[config.mk]
export PLATFORM = sky130hd
export DESIGN_NAME = pulse_train_gen
export DESIGN_NICKNAME = d
export VERILOG_FILES = /design/src/rtl/pulse_train_gen.sv
export SDC_FILE = /design/constraint.sdc
export NUM_CORES = 1
export LEC_CHECK = 0
export BUFFER_PORTS_ARGS = -buffer_cell sky130_fd_sc_hd__buf_2
export CAP_MARGIN = 5
export CORE_AREA = 3 3 40 42
export DETAILED_ROUTE_END_ITERATION = 7
export DIE_AREA = 0 0 43 45
export HOLD_SLACK_MARGIN = 0.02
export SLEW_MARGIN = 20
export SYNTH_ARGS = -nofsm -noshare
export SYNTH_HDL_FRONTEND = slang
export SYNTH_SLANG_ARGS = --single-unit
export TNS_END_PERCENT = 30
[constraint.sdc]
create_clock -name clock_reset -period 1.2 [get_ports clock_reset]
set_input_delay 0.12 -clock clock_reset [delete_from_list [all_inputs] [get_ports clock_reset]]
set_output_delay 0.12 -clock clock_reset [all_outputs]
set_load 0.05 [all_outputs]
[src/rtl/pulse_train_gen.sv]
// pulse_train_gen
// Accepts a pulse count N over a valid/ready handshake and emits exactly N
// single-cycle pulses, spaced by GAP low cycles, followed by a one-cycle
// done strobe. All outputs are decoded from registers only.

module pulse_train_gen #(
    parameter int WIDTH = 3,
    parameter int GAP   = 1
) (
    input  logic [1:0]       clock_reset,
    input  logic [WIDTH-1:0] data,
    input  logic             valid,
    output logic             ready,
    output logic             pulse,
    output logic             done,
    output logic [WIDTH-1:0] remaining
);

    // Gap counter only needs to hold GAP-1; keep at least one bit.
    localparam int GW = (GAP > 1) ? $clog2(GAP) : 1;
    localparam logic [GW-1:0] GAP_LOAD = GW'((GAP > 0) ? (GAP - 1) : 0);

    localparam logic [1:0] ST_IDLE  = 2'd0;
    localparam logic [1:0] ST_PULSE = 2'd1;
    localparam logic [1:0] ST_SPACE = 2'd2;
    localparam logic [1:0] ST_DONE  = 2'd3;

    logic clk_s;
    logic rst_n_s;

    logic [1:0]       state_r;
    logic [1:0]       state_nxt_s;
    logic [WIDTH-1:0] cnt_r;
    logic [WIDTH-1:0] cnt_nxt_s;
    logic [GW-1:0]    gap_r;
    logic [GW-1:0]    gap_nxt_s;

    assign clk_s   = clock_reset[0];
    assign rst_n_s = clock_reset[1];

    // Next-state logic: handshake accept, pulse countdown and gap spacing.
    always_comb begin
        state_nxt_s = state_r;
        cnt_nxt_s   = cnt_r;
        gap_nxt_s   = gap_r;
        case (state_r)
            ST_IDLE: begin
                if (valid) begin
                    if (data != {WIDTH{1'b0}}) begin
                        cnt_nxt_s   = data;
                        state_nxt_s = ST_PULSE;
                    end else begin
                        // Zero-length request still produces a done strobe.
                        cnt_nxt_s   = {WIDTH{1'b0}};
                        state_nxt_s = ST_DONE;
                    end
                end else begin
                    state_nxt_s = ST_IDLE;
                end
            end
            ST_PULSE: begin
                cnt_nxt_s = cnt_r - WIDTH'(1);
                if (cnt_r == WIDTH'(1)) begin
                    state_nxt_s = ST_DONE;
                end else if (GAP == 0) begin
                    state_nxt_s = ST_PULSE;
                end else begin
                    gap_nxt_s   = GAP_LOAD;
                    state_nxt_s = ST_SPACE;
                end
            end
            ST_SPACE: begin
                // Loaded with GAP-1, so SPACE spans exactly GAP cycles.
                if (gap_r == {GW{1'b0}}) begin
                    state_nxt_s = ST_PULSE;
                end else begin
                    gap_nxt_s   = gap_r - GW'(1);
                    state_nxt_s = ST_SPACE;
                end
            end
            ST_DONE: begin
                state_nxt_s = ST_IDLE;
            end
            default: begin
                state_nxt_s = ST_IDLE;
                cnt_nxt_s   = {WIDTH{1'b0}};
                gap_nxt_s   = {GW{1'b0}};
            end
        endcase
    end

    // State, count and gap registers; reset aborts any burst immediately.
    always_ff @(posedge clk_s or negedge rst_n_s) begin
        if (!rst_n_s) begin
            state_r <= ST_IDLE;
            cnt_r   <= {WIDTH{1'b0}};
            gap_r   <= {GW{1'b0}};
        end else begin
            state_r <= state_nxt_s;
            cnt_r   <= cnt_nxt_s;
            gap_r   <= gap_nxt_s;
        end
    end

    assign ready     = (state_r == ST_IDLE);
    assign pulse     = (state_r == ST_PULSE);
    assign done      = (state_r == ST_DONE);
    assign remaining = cnt_r;

endmodule

==> results of run 1 <==
-- how the worst max path moves through the flow --
stage / depth (start not counted) / end / slack (ns)
final: 4 / state_r[0]$_DFF_PN0_ / -0.005
after detailed placement: 4 / state_r[0]$_DFF_PN0_ / 0.03
after floorplan: 2 / ready / -0.12
after global placement: 4 / state_r[0]$_DFF_PN0_ / 0.08
after global routing: 4 / state_r[0]$_DFF_PN0_ / -0.05
after CTS: 3 / ready / -0.006
-- synth_stat cells (all sizes together) --
cell type | n | area [um^2]
a31oi | 1 | 6.26
dfrtp | 5 | 125
and2 | 1 | 6.26
o22a | 2 | 17.5
nor3b | 2 | 15.0
nor3 | 3 | 20.0
a21o | 1 | 7.51
o21bai | 1 | 7.51
or3b | 1 | 8.76
buf | 2 | 16.3
a21oi | 4 | 20.0
nor2b | 3 | 18.8
ha | 2 | 25.0
inv | 2 | 7.51
nor2 | 5 | 18.8
-- registers in the layout, summed over array words and instances (netlist names) --
register,count
remaining,3
state_r,2
-- worst max-delay path, delay by kind of cell (launching register included) --
family	cells	cell delay (ns)
buf+inv	1	0.08
compound gates	1	0.15
fa+ha+maj	1	0.13
flops	1	0.41
simple gates	1	0.36
-- cells by family after synthesis --
group           after synthesis
flops                         5
compound gates                9
fa+ha+maj                     2
simple gates                 15
buf+inv                       4
-- what timing repair did --
| action | 4_1_cts | 5_1_grt |
|---|---|---|
| gates cloned | 0 | 0 |
| resized for setup | 8 | 3 |
| endpoints found under the setup margin | 4 | 4 |
| buffers inserted | 1 | 0 |
| pin swaps | 1 | 0 |
-- layout make-up --
class / count / area [um^2] / share of cell area
Clock buffer: 7 / 48.8 / 0.100
Clock inverter: 1 / 3.75 / 0.00771
Inverter: 2 / 7.51 / 0.0154
Multi-Input combinational cell: 26 / 190 / 0.391
Sequential cell: 5 / 130 / 0.267
Tap cell: 15 / 18.8 / 0.0386
Timing Repair Buffer: 13 / 87.6 / 0.180
-- stage by stage --
stage | cell area, um^2 | hold WS (ns)
2_1_floorplan | 325 | -0.296
3_3_place_gp | 393 | -0.296
3_5_place_dp | 393 | -0.296
4_1_cts | 477 | -0.316
5_1_grt | 487 | -0.313
6_report | 487 | -0.311
-- metal layers --
| layer | track usage | part of all wire | up-vias |
|---|---|---|---|
| met3 | 0.0637 | 0.086 | 0 |
| met5 | 0 | 0 | - |
| met4 | 0.139 | 0 | 0 |
| met1 | 0.0925 | 0.37 | 142 |
| met2 | 0.162 | 0.54 | 11 |
| li1 | - | - | 159 |
==> impl_results.md, run 1 <==
- First-pass GRT wire length: 1.41 mm
- Simple-gate share of the synthesized area: 0.273
- Largest family of logic cells by synthesized area: simple AND/OR/NAND/NOR gates
- Via count: 312
- Run status: finished with violations
- Final Cycle Share: 1.00
- Worst Max-Slew Pin Slew: 0.253 ns
- Largest net degree at the start of global routing: 9
- GPL Wtd Cong: 0.691
- Post-synthesis mux area share: 0
- # IOs: 12
- Max Clock Freq: 830 MHz
- Reg2reg setup slack: -0.005 ns
- Hold Fails Final Rpt: 5
- Diodes inserted: 0
- Layout Utilization: 0.379
- Worst hold-check path type: clock port to asynchronous set/reset pin
- Min Clock Period, post-route: 1.20 ns
- Site Rows: 13
- Crit-path max FO: 3
- GR Util All Layers: 0.109
- Setup crit end kind: register
- Gate Count Post-Synth: 35
- Post-synthesis sequential element count: 5
- Critical path startpoint category: register
- Sequential element share of the synthesized area: 0.391
- Initial core utilization: 0.249
- Share of cells above drive strength 1: 0.537
- Cell variety after synth: 17
- DR pass1 iterations: 2
- Worst-skew pair later-pin latency: 0.24 ns
- Final Routed Wirelength: 815 um
- Global route overflow: 0
- Most common cell after layout, fill and taps aside: buf_2
- Worst setup margin: -0.00488 ns
- Slowest cell on crit path: dfrtp_2
- Placed Instances: 60
- Initial antenna violation count: 0
- Die height: 45 um
- Fill cell count: 144
- Vias in the first global route: 360
- Wire per inst: 11.8 um
- Synth Area in XOR/XNOR: 0
- DR vias/cell: 4.52
- RSZ-0062 raised after global routing: yes
- Residual DRC: 0
- Area growth syn-to-layout: 52.0%
- Max incr delay on CP: 0.41 ns
- CP Launch Point: remaining[1]$_DFFE_PN0P_
- Nets: 62
- Setup Crit Path Kind: register to register
- Post-DP HPWL: 563 um
- Antenna-violating nets left: 0
- Crit path cell chain: inv_1, ha_1, or3b_1, a21oi_2
- Worst r2r path cells: 4
- Worst slack, placed: 0.0293 ns
- Most frequent cells in the layout: 7 x buf_2, 6 x clkbuf_4, 4 x nor2_1, 4 x buf_4, 4 x dfrtp_2
- Worst Path Arrival: 1.37 ns
- Final setup TNS: -0.00488 ns
- Core box area: 0.00128 mm^2
- Max Cap Viol: 0
- Reg clk slew, reported paths: 0.05 ns
- Failing checks: hold timing, setup timing
- Cts-stage hold buffer count: 0
- R2R Path Start: remaining[1]$_DFFE_PN0P_
- Initial drt markers: 1
- Mapped cell area: 320 um^2
- Net count after synthesis: 43
- YS warnings: 0
- Final hold slack: -0.311 ns
- Reg-to-reg critical path endpoint: state_r[0]$_DFF_PN0_
- Clock Skew: 0.00484 ns
- CTS tree: yes
- Syn_area_per_cell: 9.15 um^2
- Complex-gate fraction of the synthesized area: 0.184
- Slew margin rel.: 0.832
- Die Area: 0.00194 mm^2
- Final instance count without filler cells: 69
- Endpoints failing setup: 1
- Max-slew violations: 0
- Post-Synth Adder-Cell Area: 0.0781
- Die width: 43 um
- Worst Path Required: 1.36 ns
- Port Buffer Count: 10
Power of run 1 is not shown: default switching activity piles up to over one toggle a cycle in this logic, so the estimate is an artifact.
==> run 2: changes to the inputs <==
Settings changed: MAX_ROUTING_LAYER from default to met4.
Clock period 1.2 ns to 1 ns, I/O delays scaled along.
==> impl_results.md, run 2 (synthesized netlist as in run 1, its figures left out) <==
- Run status: finished with violations
- Failing checks: hold timing, setup timing
- Worst r2r path cells: 4
- Placed Instances: 66
- Clock Skew: 0.000705 ns
- Diodes inserted: 0
- Hold Fails Final Rpt: 5
- Critical path startpoint category: register
- Initial drt markers: 5
- Max-slew violations: 0
- Nets: 72
- Peak supply drop: 1.22 mV
- Max Cap Viol: 0
- Internal cell power: 1.42 mW
- Worst setup margin: -0.160 ns
- Reg clk slew, reported paths: 0.04 ns
- Final instance count without filler cells: 79
- GR Util All Layers: 0.124
- Cts-stage hold buffer count: 0
- Antenna-violating nets left: 0
- RSZ-0062 raised after global routing: yes
- # IOs: 12
- Port Buffer Count: 10
- Core box area: 0.00128 mm^2
- Worst Path Arrival: 1.32 ns
- Site Rows: 13
- Worst-skew pair later-pin latency: 0.23 ns
- Die Area: 0.00194 mm^2
- CTS tree: yes
- Initial antenna violation count: 0
- P per Cell Area: 4290 mW/mm^2
- Endpoints failing setup: 10
- DR vias/cell: 4.76
- Die width: 43 um
- Residual DRC: 0
- Layout Utilization: 0.476
- Via count: 376
- Most common cell after layout, fill and taps aside: buf_4
- Clk pwr share: 0.183
- Max reg flops: 3
- Final hold slack: -0.304 ns
- Initial core utilization: 0.249
- NetSw: 1.21 mW
- Slew margin rel.: 0.842
- Share of cells above drive strength 1: 0.625
- GPL Wtd Cong: 0.694
- Wire per inst: 11.4 um
- Area growth syn-to-layout: 91.0%
- Switch share: 0.461
- Logic pwr share: 0.673
- Final Routed Wirelength: 900 um
- Final Cycle Share: 1.16
- Most frequent cells in the layout: 10 x buf_4, 9 x buf_6, 6 x clkbuf_4
- Worst Max-Slew Pin Slew: 0.235 ns
- Final Power: 2.63 mW
- Leak Pwr: 0.290 nW
- Post-DP HPWL: 569 um
- Setup Crit Path Kind: register to register
- Max Clock Freq: 862 MHz
- Worst Path Required: 1.16 ns
- First-pass GRT wire length: 1.56 mm
- Reg power frac: 0.144
- Vias in the first global route: 407
- Die height: 45 um
- Setup crit end kind: register
- Worst hold-check path type: clock port to asynchronous set/reset pin
- Worst slack, placed: -0.152 ns
- Global route overflow: 0
- Largest net degree at the start of global routing: 7
- DR pass1 iterations: 4
- Min Clock Period, post-route: 1.16 ns
- Crit-path max FO: 2
-- run 2: cell types whose count changed in the layout (fill, tap and decap cells not counted), sizes merged --
cell,delta
buf,+10
-- run 2: power by group through the flow --
| stage | sequential (mW) | combinational [mW] | clock [mW] |
|---|---|---|---|
| 2_1_floorplan | 0.522 | 0.705 | 0 |
| 3_3_place_gp | 0.396 | 1.25 | 0 |
| 3_5_place_dp | 0.399 | 1.24 | 0 |
| 4_1_cts | 0.371 | 1.73 | 0.514 |
| 5_1_grt | 0.391 | 1.88 | 0.550 |
| 6_report | 0.378 | 1.77 | 0.481 |
-- run 2: final timing paths --
path                                     startpoint  slack, ns                       end
max                        remaining[1]$_DFFE_PN0P_      -0.16      state_r[0]$_DFF_PN0_
min                                  clock_reset[1]      -0.30  remaining[1]$_DFFE_PN0P_
max reg2reg                remaining[1]$_DFFE_PN0P_      -0.16      state_r[0]$_DFF_PN0_
min reg2reg                remaining[2]$_DFFE_PN0P_       0.57      state_r[0]$_DFF_PN0_
max in group asynchronous            clock_reset[1]       1.19      state_r[1]$_DFF_PN0_
min in group clock_reset                    data[2]       0.22      state_r[1]$_DFF_PN0_
-- run 2: repair_timing --
action                                  4_1_cts  5_1_grt
resized for setup                            23        2
endpoints found under the setup margin       10       10
buffers inserted                              5        0
pin swaps                                     3        3
-- run 2: layer usage --
metal  GRT usage  vias to the layer above  share of wire
met2       0.132                       24           0.49
met1       0.117                      169           0.38
met3       0.104                        4           0.12
met5           -                        -              0
li1            -                      179              -
met4       0.157                        0          0.016
-- run 2: area by class of cell --
class | instances | area [um^2]
clock buffers | 7 | 48.8
multi-input cells | 26 | 206
inverters | 2 | 7.51
repair buffers | 23 | 196
well taps | 15 | 18.8
fillers | 123 | 673
clock inverters | 1 | 3.75
flip-flops and latches | 5 | 130
-- run 2: worst max-delay path: stages, from the launching register on --
cell     delay (ns)
dfrtp_2        0.40
inv_2          0.06
ha_1           0.12
or3b_1         0.36
a21oi_2        0.14
-- run 2: stage by stage --
| stage | cell area (um^2) | setup TNS (ns) | hold slack, ns |
|---|---|---|---|
| after floorplan | 328 | -0.954 | -0.296 |
| after global placement | 440 | -0.517 | -0.296 |
| after detailed placement | 440 | -0.689 | -0.296 |
| after CTS | 601 | -0.968 | -0.298 |
| after global routing | 612 | -1.33 | -0.291 |
| final | 612 | -0.971 | -0.304 |
Power figures use the tool's default switching activity.
==> run 3: changes to the inputs <==
Settings changed: BUFFER_PORTS_ARGS -buffer_cell sky130_fd_sc_hd__buf_2 to default, DONT_BUFFER_PORTS from default to 1.
==> impl_results.md, run 3 (synthesized netlist as in run 1, its figures left out) <==
- Leak Pwr: 0.284 nW
- Wire per inst: 13.6 um
- Area growth syn-to-layout: 91.8%
- Via count: 327
- Worst Max-Slew Pin Slew: 0.244 ns
- First-pass GRT wire length: 1.52 mm
- Endpoints failing setup: 8
- Max reg flops: 3
- Port Buffer Count: 0
- GPL Wtd Cong: 0.681
- Antenna-violating nets left: 0
- Final Routed Wirelength: 1.00 mm
- Clock Skew: 0.000273 ns
- Run status: finished with violations
- Worst Path Required: 1.18 ns
- Nets: 67
- Critical path startpoint category: register
- Final Power: 2.77 mW
- Post-DP HPWL: 561 um
- Top layer in use: met4
- Die width: 43 um
- Final hold slack: -0.306 ns
- DR vias/cell: 4.42
- Post-DP Area: 458 um^2
- Die Area: 0.00194 mm^2
- Min Clock Period, post-route: 1.18 ns
- Wl on met1: 355 um
- Largest net degree at the start of global routing: 7
- Slew margin rel.: 0.836
- Initial drt markers: 1
- Setup Crit Path Kind: register to register
- P per Cell Area: 4510 mW/mm^2
- Peak supply drop: 1.46 mV
- DR pass1 iterations: 3
- Site Rows: 13
- Worst setup margin: -0.180 ns
- Max-slew violations: 0
- Diodes inserted: 0
- Layout Utilization: 0.478
- CTS tree: yes
- Most common cell after layout, fill and taps aside: buf_4
- Worst-skew pair later-pin latency: 0.24 ns
- Initial antenna violation count: 0
- Core box area: 0.00128 mm^2
- Failing checks: hold timing, setup timing
- Max Clock Freq: 847 MHz
- Setup crit end kind: register
- Max Cap Viol: 0
- Residual DRC: 0
- Worst hold-check path type: clock port to asynchronous set/reset pin
- GR Util All Layers: 0.128
- Crit-path max FO: 5
- RSZ-0062 raised after global routing: yes
- Vias in the first global route: 375
- Final Cycle Share: 1.18
- Reg clk slew, reported paths: 0.05 ns
- Most frequent cells in the layout: 9 x buf_4, 6 x clkbuf_4, 5 x buf_6, 4 x nor2_1
- Hold Fails Final Rpt: 5
- Met2 Routed Length: 529 um
- Worst Path Arrival: 1.36 ns
- Final setup TNS: -0.975 ns
- Post-route cell area: 614 um^2
- Share of cells above drive strength 1: 0.593
- Global route overflow: 0
- Met3 WL: 94 um
- # IOs: 12
- Die height: 45 um
- Initial core utilization: 0.249
[run 3: critical path, stage by stage, from the launching register on]
cell and delay (ns):
dfrtp_1 0.39, buf_6 0.14, buf_6 0.11, nor2b_4 0.12, nor3_2 0.19, o22a_1 0.17
[run 3: worst paths after layout]
path,startpoint,to,slack [ns],cells past startpoint
worst max-delay path,state_r[0]$_DFF_PN0_,remaining[2]$_DFFE_PN0P_,-0.18,5
worst min-delay path,clock_reset[1],remaining[2]$_DFFE_PN0P_,-0.31,2
worst max register to register,state_r[0]$_DFF_PN0_,remaining[2]$_DFFE_PN0P_,-0.18,5
worst min register to register,remaining[2]$_DFFE_PN0P_,state_r[0]$_DFF_PN0_,0.58,2
max in group asynchronous,clock_reset[1],remaining[0]$_DFFE_PN0P_,1.20,2
min in group clock_reset,data[0],state_r[1]$_DFF_PN0_,0.10,3
[run 3: power breakdown]
group | switching, mW | leakage [nW] | total, mW | internal [mW]
combinational | 0.975 | 0.197 | 1.92 | 0.949
sequential | 0.0730 | 0.0562 | 0.346 | 0.273
clock | 0.208 | 0.0304 | 0.503 | 0.294
[run 3: cell type report]
cell class,instances,area [um^2]
fillers,130,671
multi-input cells,26,214
repair buffers,18,194
flip-flops and latches,5,128
clock buffers,7,48.8
well taps,15,18.8
inverters,2,7.51
clock inverters,1,3.75
[run 3: routing by layer]
layer  vias up  GRT usage
met1       143     0.0905
met4         0      0.169
met3         2      0.108
met5         -          -
met2        16      0.168
li1        166          -
[run 3: stage by stage]
step	std cells	worst slack, ns
2_1_floorplan	35	-0.247
3_3_place_gp	60	-0.0855
3_5_place_dp	60	-0.119
4_1_cts	71	-0.162
5_1_grt	74	-0.258
6_report	74	-0.180
[run 3: what timing repair did]
item,in CTS,in global routing
gates resized for setup,8,6
hold endpoints to repair,0,1
gates cloned,0,0
hold buffers,0,1
buffers inserted,3,3
pin swaps,4,4
setup endpoints to repair,8,8
